`config.mk`:
```
export PLATFORM = sky130hd
export DESIGN_NAME = logic_res_stage
export DESIGN_NICKNAME = d
export VERILOG_FILES = /design/src/rtl/logic_pkg.sv /design/src/rtl/skid_buf2.sv /design/src/rtl/logic_res_stage.sv
export SDC_FILE = /design/constraint.sdc
export NUM_CORES = 1
export LEC_CHECK = 0
export ABC_AREA = 1
export CORE_ASPECT_RATIO = 0.75
export CORE_UTILIZATION = 35
export CTS_CLUSTER_SIZE = 30
export DETAILED_ROUTE_END_ITERATION = 10
export PLACE_DENSITY = 0.7
export SETUP_SLACK_MARGIN = 0.15
export SYNTH_ARGS = -nofsm -noshare
export SYNTH_HDL_FRONTEND = slang
export SYNTH_SLANG_ARGS = --single-unit
```
`constraint.sdc`:
```
create_clock -name clk -period 1.35 [get_ports clk]
set_input_delay 0.135 -clock clk [delete_from_list [all_inputs] [get_ports clk]]
set_output_delay 0.135 -clock clk [all_outputs]
set_load 0.03 [all_outputs]
```
`src/rtl/logic_pkg.sv`:
```
// Shared constants for the logic-result output stage: op codes, datapath width
// and the occupancy encodings used by the 2-entry skid buffer.
package logic_pkg;

    localparam int LOGIC_W = 32;

    localparam logic [1:0] OP_AND = 2'b00;
    localparam logic [1:0] OP_OR  = 2'b01;
    localparam logic [1:0] OP_XOR = 2'b10;
    localparam logic [1:0] OP_NOR = 2'b11;

    typedef enum logic [1:0] {
        EMPTY = 2'b00,
        ONE   = 2'b01,
        FULL  = 2'b10
    } skid_state_t;

endpackage

```
`src/rtl/skid_buf2.sv`:
```
// Generic 2-entry valid/ready skid buffer. The output slot drives o_data; the
// skid slot absorbs one beat when the consumer stalls, so o_ready can be a
// register that never depends on i_ready.
//
// state | meaning
// EMPTY | output slot empty, skid empty
// ONE   | output slot full, skid empty
// FULL  | output slot and skid both full, upstream stalled
module skid_buf2
    import logic_pkg::*;
#(
    parameter int            PW      = 8,
    parameter logic [PW-1:0] RST_VAL = '0
) (
    input  logic          clk,
    input  logic          rst_n,
    input  logic          i_valid,
    output logic          o_ready,
    input  logic [PW-1:0] i_data,
    output logic          o_valid,
    input  logic          i_ready,
    output logic [PW-1:0] o_data
);

    skid_state_t   r_state;
    skid_state_t   w_next;
    logic          r_in_ready;
    logic [PW-1:0] r_out;
    logic [PW-1:0] r_skid;
    logic          w_acc;
    logic          w_dlv;
    logic          w_load_out;
    logic          w_load_skid;
    logic          w_skid_to_out;

    assign w_acc   = i_valid & r_in_ready;
    assign w_dlv   = o_valid & i_ready;
    assign o_valid = (r_state != EMPTY);
    assign o_ready = r_in_ready;
    assign o_data  = r_out;

    // Occupancy register; ready is registered from the next state
    always_ff @(posedge clk or negedge rst_n) begin
        if (!rst_n) begin
            r_state    <= EMPTY;
            r_in_ready <= 1'b1;
        end else begin
            r_state    <= w_next;
            r_in_ready <= (w_next != FULL);
        end
    end

    // Next occupancy and slot load strobes
    always_comb begin
        w_next        = r_state;
        w_load_out    = 1'b0;
        w_load_skid   = 1'b0;
        w_skid_to_out = 1'b0;
        case (r_state)
            EMPTY: begin
                if (w_acc) begin
                    w_next     = ONE;
                    w_load_out = 1'b1;
                end
            end
            ONE: begin
                if (w_acc && w_dlv) begin
                    w_load_out = 1'b1;
                end else if (w_acc) begin
                    w_next      = FULL;
                    w_load_skid = 1'b1;
                end else if (w_dlv) begin
                    w_next = EMPTY;
                end
            end
            FULL: begin
                if (w_dlv) begin
                    w_next        = ONE;
                    w_skid_to_out = 1'b1;
                end
            end
            default: w_next = EMPTY;
        endcase
    end

    // Slot storage; output slot keeps its last value once drained
    always_ff @(posedge clk or negedge rst_n) begin
        if (!rst_n) begin
            r_out  <= RST_VAL;
            r_skid <= '0;
        end else begin
            if (w_load_out) begin
                r_out <= i_data;
            end else if (w_skid_to_out) begin
                r_out <= r_skid;
            end
            if (w_load_skid) begin
                r_skid <= i_data;
            end
        end
    end

endmodule

```
`src/rtl/logic_res_stage.sv`:
```
// Registered output stage behind the 32-bit bitwise units. Picks one unit
// result by op code at accept time, attaches the zero flag (and parity when
// LOGIC_RES_PARITY_EN is defined) and buffers the bundle in a 2-entry skid
// buffer so the flags always travel with their data.
module logic_res_stage
    import logic_pkg::*;
#(
    parameter int W   = LOGIC_W,
    parameter int OPW = 2
) (
    input  logic           clk,
    input  logic           rst_n,
    input  logic [W-1:0]   i_and_res,
    input  logic [W-1:0]   i_or_res,
    input  logic [W-1:0]   i_xor_res,
    input  logic [W-1:0]   i_nor_res,
    input  logic [OPW-1:0] i_op,
    input  logic           i_in_valid,
    output logic           o_in_ready,
    output logic [W-1:0]   o_res,
    output logic           o_zero,
    output logic           o_out_valid,
    input  logic           i_out_ready
`ifdef LOGIC_RES_PARITY_EN
    ,
    output logic           o_parity
`endif
);

`ifdef LOGIC_RES_PARITY_EN
    localparam int PW = W + 2;
`else
    localparam int PW = W + 1;
`endif
    // Reset payload: result 0 with the zero flag set
    localparam logic [PW-1:0] RST_PAYLOAD = {{(PW-1){1'b0}}, 1'b1} << W;

    logic [W-1:0]  w_sel;
    logic          w_zero;
    logic [PW-1:0] w_payload;
    logic [PW-1:0] w_out;

    // Full-decode op select over the four unit results
    always_comb begin
        w_sel = '0;
        case (i_op)
            OP_AND:  w_sel = i_and_res;
            OP_OR:   w_sel = i_or_res;
            OP_XOR:  w_sel = i_xor_res;
            OP_NOR:  w_sel = i_nor_res;
            default: w_sel = '0;
        endcase
    end

    assign w_zero = (w_sel == '0);

`ifdef LOGIC_RES_PARITY_EN
    assign w_payload = {^w_sel, w_zero, w_sel};
    assign o_parity  = w_out[W+1];
`else
    assign w_payload = {w_zero, w_sel};
`endif

    assign o_res  = w_out[W-1:0];
    assign o_zero = w_out[W];

    skid_buf2 #(
        .PW      (PW),
        .RST_VAL (RST_PAYLOAD)
    ) u_skid (
        .clk     (clk),
        .rst_n   (rst_n),
        .i_valid (i_in_valid),
        .o_ready (o_in_ready),
        .i_data  (w_payload),
        .o_valid (o_out_valid),
        .i_ready (i_out_ready),
        .o_data  (w_out)
    );

endmodule

```
# After elaboration in Yosys (flattened, before gate mapping)
# Index checks and enable logic that the tools add are counted.
dict set report op_classes {
  muxes 16
  n_eq_ne 6
  reduce_logical 6
  bitwise_logic 2
}
# op count
set ops {}
lappend ops {{$pmux W32 S4} 1}
lappend ops {{$mux W33} 2}
lappend ops {{$logic_not A32 Y1} 1}
lappend ops {{$mux W2} 5}
lappend ops {{$eq A2 B2 Y1 const B} 3}
lappend ops {{$mux W1} 6}
lappend ops {{$pmux W2 S3} 1}
lappend ops {{$eq A2 B1 Y1 const B} 2}
lappend ops {{$logic_not A2 Y1} 2}
lappend ops {{$reduce_bool A2 Y1} 2}
lappend ops {{$and A1 B1 Y1} 2}
lappend ops {{$ne A2 B2 Y1 const B} 1}
lappend ops {{$pmux W1 S2} 1}
lappend ops {{$logic_and A1 B1 Y1} 1}
dict set report totals {
  input_bits 134
  wordCells 34
  reg_bits 69
}

# Longest topological paths before layout
dict set report logic_depth {
  depth_word 7
  ltp_mapped 12
  ltp_nobuf 11
}

# Modules after synthesis
# From an unflattened synthesis, not the netlist that was laid out.
dict set report hier_totals {
  hier_cells 644
  area_unflattened_um2 4448.0
}
# module cells_per_inst area_per_inst_um2 instances
set modules_own_cells {}
lappend modules_own_cells {skid_buf2 421 3413.3 1}
lappend modules_own_cells {logic_res_stage 223 1034.7 1}

# Least setup slack after synthesis
# Ideal clock, no wire load.
dict set report synth_timing {
  path_kind {flip-flop to flip-flop}
  from {register u_skid.r_in_ready (netlist: u_skid.o_ready)}
  to {register u_skid.r_out[27] (netlist: u_skid.o_data[27])}
  path_stages_with_launch 8
  period_less_slack_ps 1584
  required_ps 1273
  t_arrival_ps 1506
  slack_ps -234
  setup_time_ps 77
  path_cell_list {dfstp_2 nand2_1 inv_1 nand2_1 inv_1 clkbuf_1 o21ai_0 a21oi_1}
}
dict set report synth_via {
  elab_chain_cells 5
  word_cells_on_any_way 7
  classes_between {mux (4); bitwise (1); reduce/logical (2)}
}
# element line_no
set synth_lines {}
lappend synth_lines {{from (decl)} skid_buf2.sv:27} ;# logic r_in_ready;
lappend synth_lines {{from (signal assigned)} skid_buf2.sv:49} ;# r_in_ready <= (w_next != FULL);
lappend synth_lines {{$and A1 B1 Y1 (*)} skid_buf2.sv:36} ;# assign w_acc = i_valid & r_in_ready;
lappend synth_lines {{$logic_and A1 B1 Y1} skid_buf2.sv:67} ;# if (w_acc && w_dlv) begin
lappend synth_lines {{$mux W1} skid_buf2.sv:67}
lappend synth_lines {{$pmux W1 S2 (*)} skid_buf2.sv:59} ;# case (r_state)
lappend synth_lines {{$mux W33 or $reduce_bool A2 Y1 (tied branches)} n/a}
lappend synth_lines {{to (signal assigned)} skid_buf2.sv:93} ;# r_out <= i_data;
lappend synth_lines {{to (signal assigned)} skid_buf2.sv:95} ;# r_out <= r_skid;
lappend synth_lines {{to (decl)} skid_buf2.sv:28} ;# logic [PW-1:0] r_out;
# Mark *: on every way between the ends. The rest lies on a longest branch, timed or not.
# A chain may end at the register's enable or synchronous reset.

# Worst setup path after layout
dict set report layout_timing {
  from {register u_skid.r_state[1]}
  to {register u_skid.r_out[15] (netlist: u_skid.o_data[15])}
}
dict set report layout_via {
  elab_chain_cells 6
  word_cells_on_any_way 12
  classes_between {eq/ne (2); mux (5); bitwise (1); reduce/logical (4)}
}
# element line_no
set layout_lines {}
lappend layout_lines {{from (decl)} skid_buf2.sv:25} ;# skid_state_t r_state;
lappend layout_lines {{from (signal assigned)} skid_buf2.sv:48} ;# r_state <= w_next;
lappend layout_lines {{$reduce_bool A2 Y1} skid_buf2.sv:38} ;# assign o_valid = (r_state != EMPTY);
lappend layout_lines {{$and A1 B1 Y1} skid_buf2.sv:37} ;# assign w_dlv = o_valid & i_ready;
lappend layout_lines {{$logic_and A1 B1 Y1} skid_buf2.sv:67}
lappend layout_lines {{$mux W1} skid_buf2.sv:67}
lappend layout_lines {{$pmux W1 S2} skid_buf2.sv:59}
lappend layout_lines {{$mux W33 or $reduce_bool A2 Y1 (tied branches)} n/a}
# Parallel ways exist; a longest one is shown, timed or not.

==> out/metrics.csv <==
metric,value,unit
DP HPWL,10900,µm
Max rail drop VDD,0.000871,V
Worst Skew,0.00833,ns
antenna violations before repair,0,
CP top delay family,buffers and inverters,
Skew-Pair Late Insertion Delay,0.33,ns
CP max-delay cell,dfrtp_1,
DIE HEIGHT,94.8,µm
CP Class,reg2reg,
DRT iter0 DRCs,305,
status,"finished, violations left",
Avg Inst Size Synth,6.86,µm²
fin crit period,1.41,ns
GRT Util Overall,0.261,
RSZ-0062 raised after global routing,true,
sequential-to-total area share from yosys stat,0.430,
crit path capture type,flop,
f_max,0.710,GHz
Worst Path Arrival,1.62,ns
vias in the first global route,4781,
Worst slew margin,0.697,
Multi-input gate area,2270,µm²
drc violations,0,
filler instances,922,
worst slew pin tran,0.454,ns
Post-DRT Antenna Nets,0,
Wirelength per Cell,16.8,µm
placed cell area,6180,µm²
# IOs,169,
Final WS setup,-0.0592,ns
Final period util,1.04,
clk sinks,69,
TritonCTS Buffers,9,
syn nets,720,
Reg area,1730,µm²
Power Density,1600,nW/µm²
global route overflow,0,
First-pass DRT Iterations,5,
WP buf/inv,3,
"Slew Viols, Final",0,
Yosys reg bits,69,
Inserted Diodes,0,
CP Max Fanout,6,
final hold vios,0,
Layout Nets,929,
number of max-cap violations,0,
reg-to-reg setup timing slack,-0.06,ns
Hold Path Class,in2reg,
Yosys cell types,18,
Hold Slack,0.283,ns
Leak Pwr,3.16,nW
effective utilization at floorplan,0.363,
DR vias/cell,5.27,
Final Routed Wirelength,15800,µm
Critical Path Max Stage Delay,0.40,ns
Mapped Area,4020,µm²
CTS tree,yes,
Syn Inst Count,586,
largest net degree at the start of global routing,37,
CP Cell Sequence,"inv_2, nor2_4, nand2_2, buf_12, nand2_8, clkbuf_16, nor2_1, a21oi_2",
layout cells sized above 1,0.240,
Max clock buf depth,2,
htree depth,3,
Startpoint Class,flop,
Final setup violation count,39,
Syn. warnings,0,
Chip Width,126,µm
Via Count,4946,
first-pass GRT wire length,23900,µm
Finished Cell Area,7030,µm²
die area,11900,µm²
Site Rows,33,
final estimated routing congestion in global placement,0.845,
# port buffers,168,
failing checks,setup timing,
Worst Path Required,1.56,ns
setup TNS,-0.885,ns
CTS root buf,clkbuf_16,
total core area,11100,µm²
area grow syn2layout,74.9,%
Worst-path clk slew,0.05,ns
pre-CTS WS,-0.437,ns
[registers in the layout, summed over array words and instances, names as in the netlist]
name / cells
u_skid.r_skid: 33
u_skid.r_state: 2
u_skid.o_ready: 1
u_skid.o_data: 33
[worst min-delay path: cells and delay by family]
family / cells / cell delay [ns]
AOI/OAI and AO/OA: 1 / 0.04
buffers and inverters: 1 / 0.12
and+or+nand+nor: 3 / 0.27
[per-stage QoR]
step                       util  power (mW)  instances
after floorplan               -        6.19        586
after global placement    0.559        8.34        904
after detailed placement  0.559        8.46        904
after CTS                 0.615        10.8        936
after global routing      0.636        11.8        939
final                     0.636        11.2        939
[cells in the mapped netlist]
cell type,n,share of area
buf_1,2,0.0019
o211ai_1,2,0.0037
or2_1,6,0.0093
nor2_4,1,0.0028
o21ai_0,90,0.11
a31oi_1,1,0.0016
a21oi_1,33,0.041
nor2_1,97,0.091
nand3_1,109,0.14
clkbuf_1,26,0.024
inv_2,3,0.0028
nand2_1,97,0.091
dfrtp_1,67,0.42
inv_1,37,0.035
buf_2,8,0.010
o21ai_1,3,0.0037
buf_6,2,0.0056
dfstp_2,2,0.013
[logic make-up (layout without fill, tap and decap cells)]
family,Yosys count,in the layout,share of synthesized area
AND/OR/NAND/NOR,310,310,0.329
buffers and inverters,78,291,0.0790
AO/OA/AOI/OAI,129,129,0.162
flip-flops,69,69,0.430
[report_power, final]
group	total, mW	internal (mW)	switching [mW]
combinational	5.40	2.30	3.10
clock	2.12	1.28	0.846
sequential	3.69	3.04	0.659
total	11.2	6.62	4.60
[cells in the final DEF (no fill, tap or decap), drive strengths merged]
| cell | netlist | final |
|---|---|---|
| clkdlybuf4s50 | 0 | 128 |
| nand3 | 109 | 109 |
| nor2 | 98 | 98 |
| nand2 | 97 | 97 |
| o21ai | 93 | 93 |
| buf | 12 | 72 |
| dfrtp | 67 | 67 |
| inv | 40 | 39 |
| a21oi | 33 | 33 |
| clkbuf | 26 | 26 |
| clkdlybuf4s15 | 0 | 17 |
| or2 | 6 | 6 |
| clkinv | 0 | 3 |
| o211ai | 2 | 2 |
| clkinvlp | 0 | 2 |
| dlygate4sd2 | 0 | 2 |
| dfstp | 2 | 2 |
| a31oi | 1 | 1 |
| bufbuf | 0 | 1 |
| dlygate4sd3 | 0 | 1 |
[worst paths after layout]
check                                              from                             to  depth (start not counted)
min reg2reg                u_skid.r_skid[3]$_DFFE_PN0P_   u_skid.r_skid[3]$_DFFE_PN0P_                          2
min                                             i_op[0]   u_skid.o_data[5]$_DFFE_PN0P_                          5
min in group asynchronous                         rst_n    u_skid.r_state[1]$_DFF_PN0_                          2
max in group asynchronous                         rst_n  u_skid.o_data[31]$_DFFE_PN0P_                          3
max reg2reg                 u_skid.r_state[1]$_DFF_PN0_  u_skid.o_data[15]$_DFFE_PN0P_                          8
max                         u_skid.r_state[1]$_DFF_PN0_  u_skid.o_data[15]$_DFFE_PN0P_                          8
[routing by layer]
layer,global-route usage,up-vias,part of all wire
met1,0.342,2303,0.43
li1,-,2364,-
met4,0.0542,0,0.012
met5,0,-,0
met2,0.436,258,0.47
met3,0.0674,21,0.089
[area by class of cell]
| class | instances | area share |
|---|---|---|
| clock buffer | 11 | 0.0345 |
| clock inverter | 4 | 0.00356 |
| inverter | 40 | 0.0238 |
| multi-input combinational | 439 | 0.323 |
| sequential | 69 | 0.246 |
| tap | 140 | 0.0249 |
| timing repair buffer | 236 | 0.344 |
[what timing repair did]
action | 4_1_cts | 5_1_grt
setup buffers | 13 | 0
endpoints found under the setup margin | 99 | 81
hold buffers | 1 | 0
gates cloned | 3 | 3
gates resized for setup | 141 | 114
endpoints found under the hold margin | 25 | 0
pin swaps | 17 | 27
(Power assumes the default switching activity.)
